===== config.mk =====
export PLATFORM = sky130hd
export DESIGN_NAME = fifo_word_packer
export DESIGN_NICKNAME = d
export VERILOG_FILES = /design/src/rtl/fifo_word_packer.sv
export SDC_FILE = /design/constraint.sdc
export NUM_CORES = 1
export LEC_CHECK = 0
export CAP_MARGIN = 15
export CORE_MARGIN = 2
export CORE_UTILIZATION = 40
export CTS_BUF_LIST = sky130_fd_sc_hd__clkbuf_2 sky130_fd_sc_hd__clkbuf_4 sky130_fd_sc_hd__clkbuf_8
export CTS_CLUSTER_DIAMETER = 80
export DETAILED_ROUTE_END_ITERATION = 8
export HOLD_SLACK_MARGIN = 0.05
export PLACE_DENSITY = 0.75
export SKIP_LAST_GASP = 1
export SYNTH_ARGS = -nofsm -noshare
export SYNTH_HDL_FRONTEND = slang
export SYNTH_SLANG_ARGS = --single-unit

===== constraint.sdc =====
create_clock -name rclk -period 1.8 [get_ports rclk]
set_clock_uncertainty 0.1 [all_clocks]
set_input_delay 0.36 -clock rclk [delete_from_list [all_inputs] [get_ports rclk]]
set_output_delay 0.36 -clock rclk [all_outputs]
set_load 0.1 [all_outputs]

===== src/rtl/fifo_word_packer.sv =====
// Read-side FIFO consumer that packs BYTES consecutive DATA_W-bit bytes into one word, LSB first.
// Optional build macro FIFO_WORD_PACKER_SEQ_CHECK_EN adds a sticky seq_err for non-incrementing bytes.
module fifo_word_packer #(
  parameter int DATA_W = 8,
  parameter int BYTES  = 4
) (
  input  logic                    rclk,
  input  logic                    reset,
  input  logic                    empty_bar,
  input  logic [DATA_W-1:0]       data_out,
  output logic                    ren,
  input  logic                    flush,
  output logic [DATA_W*BYTES-1:0] word_out,
  output logic [BYTES-1:0]        word_keep,
  output logic                    word_valid,
  input  logic                    word_ready,
  output logic                    state_dbg
`ifdef FIFO_WORD_PACKER_SEQ_CHECK_EN
  ,
  output logic                    seq_err
`endif
);

  localparam int CNT_W = $clog2(BYTES) + 1;

  typedef enum logic {FILL = 1'b0, FLUSH = 1'b1} state_t;

  state_t                         state;
  logic [CNT_W-1:0]               accum_cnt;
  logic [CNT_W-1:0]               slots_used;
  logic                           rd_pend;
  logic                           out_free;
  logic                           completing;
  logic                           flush_pend;
  logic [BYTES-1:0][DATA_W-1:0]   accum;
  logic [BYTES-1:0][DATA_W-1:0]   cap_word;
  logic [BYTES-1:0][DATA_W-1:0]   flush_word;
  logic [BYTES-1:0]               flush_keep;

  // Downstream handshake: word_out/word_keep are held stable while word_valid=1, and a word
  // transfers on any rclk edge where word_valid && word_ready are both 1.
  always_comb begin
    out_free   = !word_valid || word_ready;
    completing = rd_pend && (accum_cnt == CNT_W'(BYTES - 1));
    flush_pend = (state == FLUSH);
    // A completing in-flight byte frees the whole accumulator at this edge, so the next
    // word starts at slot 0 and the pop stream stays at one byte per cycle.
    slots_used = completing ? '0 : accum_cnt + CNT_W'(rd_pend);
    ren = reset && empty_bar && !flush_pend &&
          ((slots_used < CNT_W'(BYTES - 1)) ||
           ((slots_used == CNT_W'(BYTES - 1)) && out_free));
    cap_word   = accum;
    flush_word = '0;
    flush_keep = '0;
    for (int k = 0; k < BYTES; k++) begin
      if (CNT_W'(k) == accum_cnt) cap_word[k] = data_out;
      if (CNT_W'(k) < accum_cnt) begin
        flush_word[k] = accum[k];
        flush_keep[k] = 1'b1;
      end
    end
  end

  assign state_dbg = (state == FLUSH);

  always_ff @(posedge rclk or negedge reset) begin
    if (!reset) begin
      state      <= FILL;
      accum_cnt  <= '0;
      rd_pend    <= 1'b0;
      accum      <= '0;
      word_out   <= '0;
      word_keep  <= '0;
      word_valid <= 1'b0;
    end else begin
      rd_pend <= ren;
      if (word_valid && word_ready) word_valid <= 1'b0;

      if (rd_pend) begin
        accum <= cap_word;
        if (completing) begin
          word_out   <= cap_word;
          word_keep  <= '1;
          word_valid <= 1'b1;
          accum_cnt  <= '0;
        end else begin
          accum_cnt <= accum_cnt + CNT_W'(1);
        end
      end

      case (state)
        FILL: begin
          if (flush && (slots_used != '0)) state <= FLUSH;
        end
        FLUSH: begin
          // An in-flight byte that completed a word already satisfied the flush.
          if (!rd_pend && out_free) begin
            if (accum_cnt != '0) begin
              word_out   <= flush_word;
              word_keep  <= flush_keep;
              word_valid <= 1'b1;
              accum_cnt  <= '0;
            end
            state <= FILL;
          end
        end
        default: state <= FILL;
      endcase
    end
  end

`ifdef FIFO_WORD_PACKER_SEQ_CHECK_EN
  logic [DATA_W-1:0] prev_byte;
  logic              have_prev;

  always_ff @(posedge rclk or negedge reset) begin
    if (!reset) begin
      prev_byte <= '0;
      have_prev <= 1'b0;
      seq_err   <= 1'b0;
    end else if (rd_pend) begin
      prev_byte <= data_out;
      have_prev <= 1'b1;
      if (have_prev && (data_out != DATA_W'(prev_byte + DATA_W'(1)))) seq_err <= 1'b1;
    end
  end
`endif

endmodule


==> summary.log <==
qor: global_route.antenna_found_initial 0
qor: critical_path.timing.setup.critical_path_class reg -> out
qor: route.via_count 2404
qor: global_route.global_route.usage.met3 3.83%
qor: clock_tree.clockBufferDepth 2
qor: clock_tree.cts-htree-levels 3
qor: clock_tree.worst_setup_hold_path_clk_slew 80 ps
qor: synth.synth.avg_cell_area 13.2 um2
qor: floorplanning.floorplan.die.height 96.8 um
qor: route.postRouteAntennaNets 0
qor: synth.synthesized_netlist_net_count 280
qor: sta.setup_violations 16
qor: synth.yosysTopAreaCell dfrtp_1
qor: power.p_leak 0.00226 uW
qor: floorplanning.chipWidth 96.8 um
qor: placed_design.place.detailed.hpwl 5.49 mm
qor: floorplanning.dieArea 9380 um2
qor: sta.final_max_slew_viol_count 0
qor: synth.synth_cells 262
qor: clock_tree.clock_tree_from_tritoncts built
qor: final_layout.antenna_cells 0
qor: critical_path.setup.worst_path.start_class register
qor: critical_path.crit_path_frequent_cell ha_4
qor: synth.ys_dominant_reg_cell dfrtp_1
qor: power.power.share.sequential 28.1%
qor: synth.yosys.cell_types.count 43
qor: final_layout.finalNetCount 355
qor: global_route.grt_overflow 0
qor: power.comb_power_share 57.4%
qor: outcome.run_status finished with violations
qor: critical_path.critPathCaptureType output pin
qor: clock_tree.clock_sinks 74
qor: global_route.global_route.peak_usage_layer met2
qor: sta.setup_total_negative_slack -1880 ps
qor: route.wire_per_inst 18.2 um
qor: placed_design.portBuffers 51
qor: synth.synth_edf_count 0
qor: route.drt-pass1-iter-count 4
qor: global_route.grt_first_pass_wirelength 13.5 mm
qor: power.p_clk_share 14.5%
qor: critical_path.critical_path_arrival 1930 ps
qor: power.total_design_power 10600 uW
qor: synth.async_reset_ff_share 100%
qor: synth.syn_area 3450 um2
qor: synth.synth.top_cells.by_count dfrtp_1, mux2_2, mux2i_1, nand2_1, inv_1
qor: global_route.first_global_vias 2617
qor: sta.maxClockFrequency 418 MHz
qor: critical_path.timing.critical_path.buf_inv 1
qor: floorplanning.placement_rows 33
qor: synth.synthMostInstantiatedCell dfrtp_1
qor: sta.final_min_period 2390 ps
qor: sta.post-route-period-util 133%
qor: power.total_switching_power 4740 uW
qor: floorplanning.fp.coreArea 8300 um2
qor: floorplanning.initial_utilization 41.5%
qor: sta.worst_slew_pin_slew 935 ps
qor: outcome.failed_checks negative setup slack
qor: critical_path.critical_path_cell_by_cell ha_4, ha_4, xor2_2, a31o_4, a211oi_4, buf_12
qor: final_layout.area_delta_synth_final 46.5%
qor: critical_path.crit_fanout 2
qor: synth.flip_flop_and_latch_count_after_synthesis 74
qor: sta.maxSlewHeadroom 37.7%
qor: route.via_per_inst 5.39
qor: job.max-cap-violations 0
qor: sta.worst_slack -594 ps
qor: critical_path.critical_path_required 1340 ps
qor: power.p_int 5840 uW
qor: route.wl 8.14 mm
qor: sta.rsz0062_at_grt yes
qor: final_layout.final_layout_size_suffix_gt1_share 42.2%
qor: clock_tree.insertion_delay 340 ps
qor: synth.yosys_warnings 0
qor: clock_tree.post_cts_hold_buffer_count 0
qor: clock_tree.cts-root-buf clkbuf_8
qor: hold_path.class_of_the_worst_hold_path in -> async
qor: critical_path.cpPeakStageDelay 420 ps
qor: synth.yosys.area.top_type_share 53.7%
qor: sta.fin_worst_hold_slack 162 ps
qor: route.detailedRoute.firstIterationViolations 168
qor: clock_tree.total_cts_buffers 9
qor: placed_design.gp_congestion 0.810
qor: route.remaining_drc_errors 0
qor: global_route.groute.usage.overall 18.2%
qor: critical_path.worst_path_dominant_cell_family compound AO/OA/AOI/OAI gates
qor: synth.synth_sequential_area_ratio 53.7%
qor: placed_design.placement.setup.worst_slack -305 ps
qor: synth.synthTopCellsByArea dfrtp_1, mux2_2, mux2i_1, a221o_1, o311ai_0
qor: global_route.met2_usage_in_global_routing 30.2%
qor: power.power.density_cell_area 2100 nW/um2
qor: critical_path.worst_path_max_delay_cell dfrtp_1
qor: power.peakVddDrop 996 uV
qor: global_route.met1_usage 24.2%
qor: global_route.grt_start_max_net_pins 75
qor: floorplanning.boundaryPins 52
qor: sta.total_count_of_hold_check_failures_in_the_final_report 0
qor: power.switching_share 44.8%
-- layout make-up --
| type | count | area, um2 |
|---|---|---|
| repair buffers | 82 | 1230 |
| clock buffers | 10 | 131 |
| inverters | 10 | 40.0 |
| well taps | 105 | 131 |
| flip-flops and latches | 74 | 1860 |
| clock inverters | 5 | 104 |
| multi-input cells | 160 | 1550 |
| fillers | 645 | 3250 |
-- per-stage QoR --
step / util, % / cell area [um2] / cells
floorplan: - / 3500 / 262
global placement: 56.1 / 4650 / 426
detailed placement: 56.1 / 4650 / 426
CTS: 60.2 / 4990 / 444
global route: 60.8 / 5050 / 446
finish: 60.8 / 5050 / 446
-- cells in the final DEF (no fill, tap or decap), drive strengths merged, types with 2 or more instances in the layout --
cell type,instances
a21o,9
a221o,8
a22o,8
and2,8
and3,2
buf,70
bufinv,3
clkbuf,11
clkdlybuf4s50,11
clkinv,2
dfrtp,74
ha,5
inv,10
mux2,32
mux2i,25
nand2,12
nand2b,3
nor2,6
nor2b,3
nor3,2
o21ai,4
o221ai,8
o311ai,9
xor2,2
-- layer usage --
metal	part of all wire, %	vias up
li1	-	1112
met1	45	1229
met2	50	50
met3	3.5	13
met4	1.4	0
met5	0	-
-- state kept, by name (all words and copies together), names as in the netlist --
signal,flops
word_keep,4
accum_cnt,3
accum,32
word_valid,1
word_out,32
rd_pend,1
state_dbg,1
-- worst paths after layout --
path | start | to | slack, ps | cells after the start
worst min register to register | accum[28] | accum[28] | 380 | 1
worst max-delay path | rd_pend | ren | -590 | 6
max in group asynchronous | reset | state_dbg | 750 | 2
worst min-delay path | reset | word_keep[3] | 160 | 2
worst max register to register | accum_cnt[0] | word_out[19] | -120 | 8
min in group rclk | accum[28] | accum[28] | 380 | 1
-- power groups by stage --
stage               clock network [uW]  logic, uW  registers [uW]
detailed placement                   0       5820            2960
CTS                               1570       6020            2960
floorplan                            0       1940            4730
global route                      1650       6340            3060
global placement                     0       5710            2930
finish                            1540       6080            2970
-- what timing repair did --
item / CTS / global route
resized for setup: 21 / 5
buffers inserted: 4 / 2
pin swaps: 2 / 2
cloned: 0 / 1
setup endpoints to repair: 31 / 40
-- worst register-to-register path, stage by stage, from the launching register on --
cell	delay [ps]
dfrtp_2	390
buf_4	180
inv_4	70
ha_4	170
nor2b_4	140
buf_4	160
nor3_4	260
clkbuf_16	210
mux2i_1	180
-- logic make-up (layout without fill, tap and decap cells) --
family | after synthesis | count (layout) | synth area share, %
adder cells (fa/ha/maj) | 5 | 5 | 1.81
multiplexers | 57 | 57 | 17.7
AND/OR/NAND/NOR | 42 | 42 | 7.48
XOR/XNOR | 3 | 3 | 0.762
flip-flops | 74 | 74 | 53.7
buffers and inverters | 28 | 107 | 5.04
AO/OA/AOI/OAI | 53 | 53 | 13.5
(Power assumes the default switching activity.)
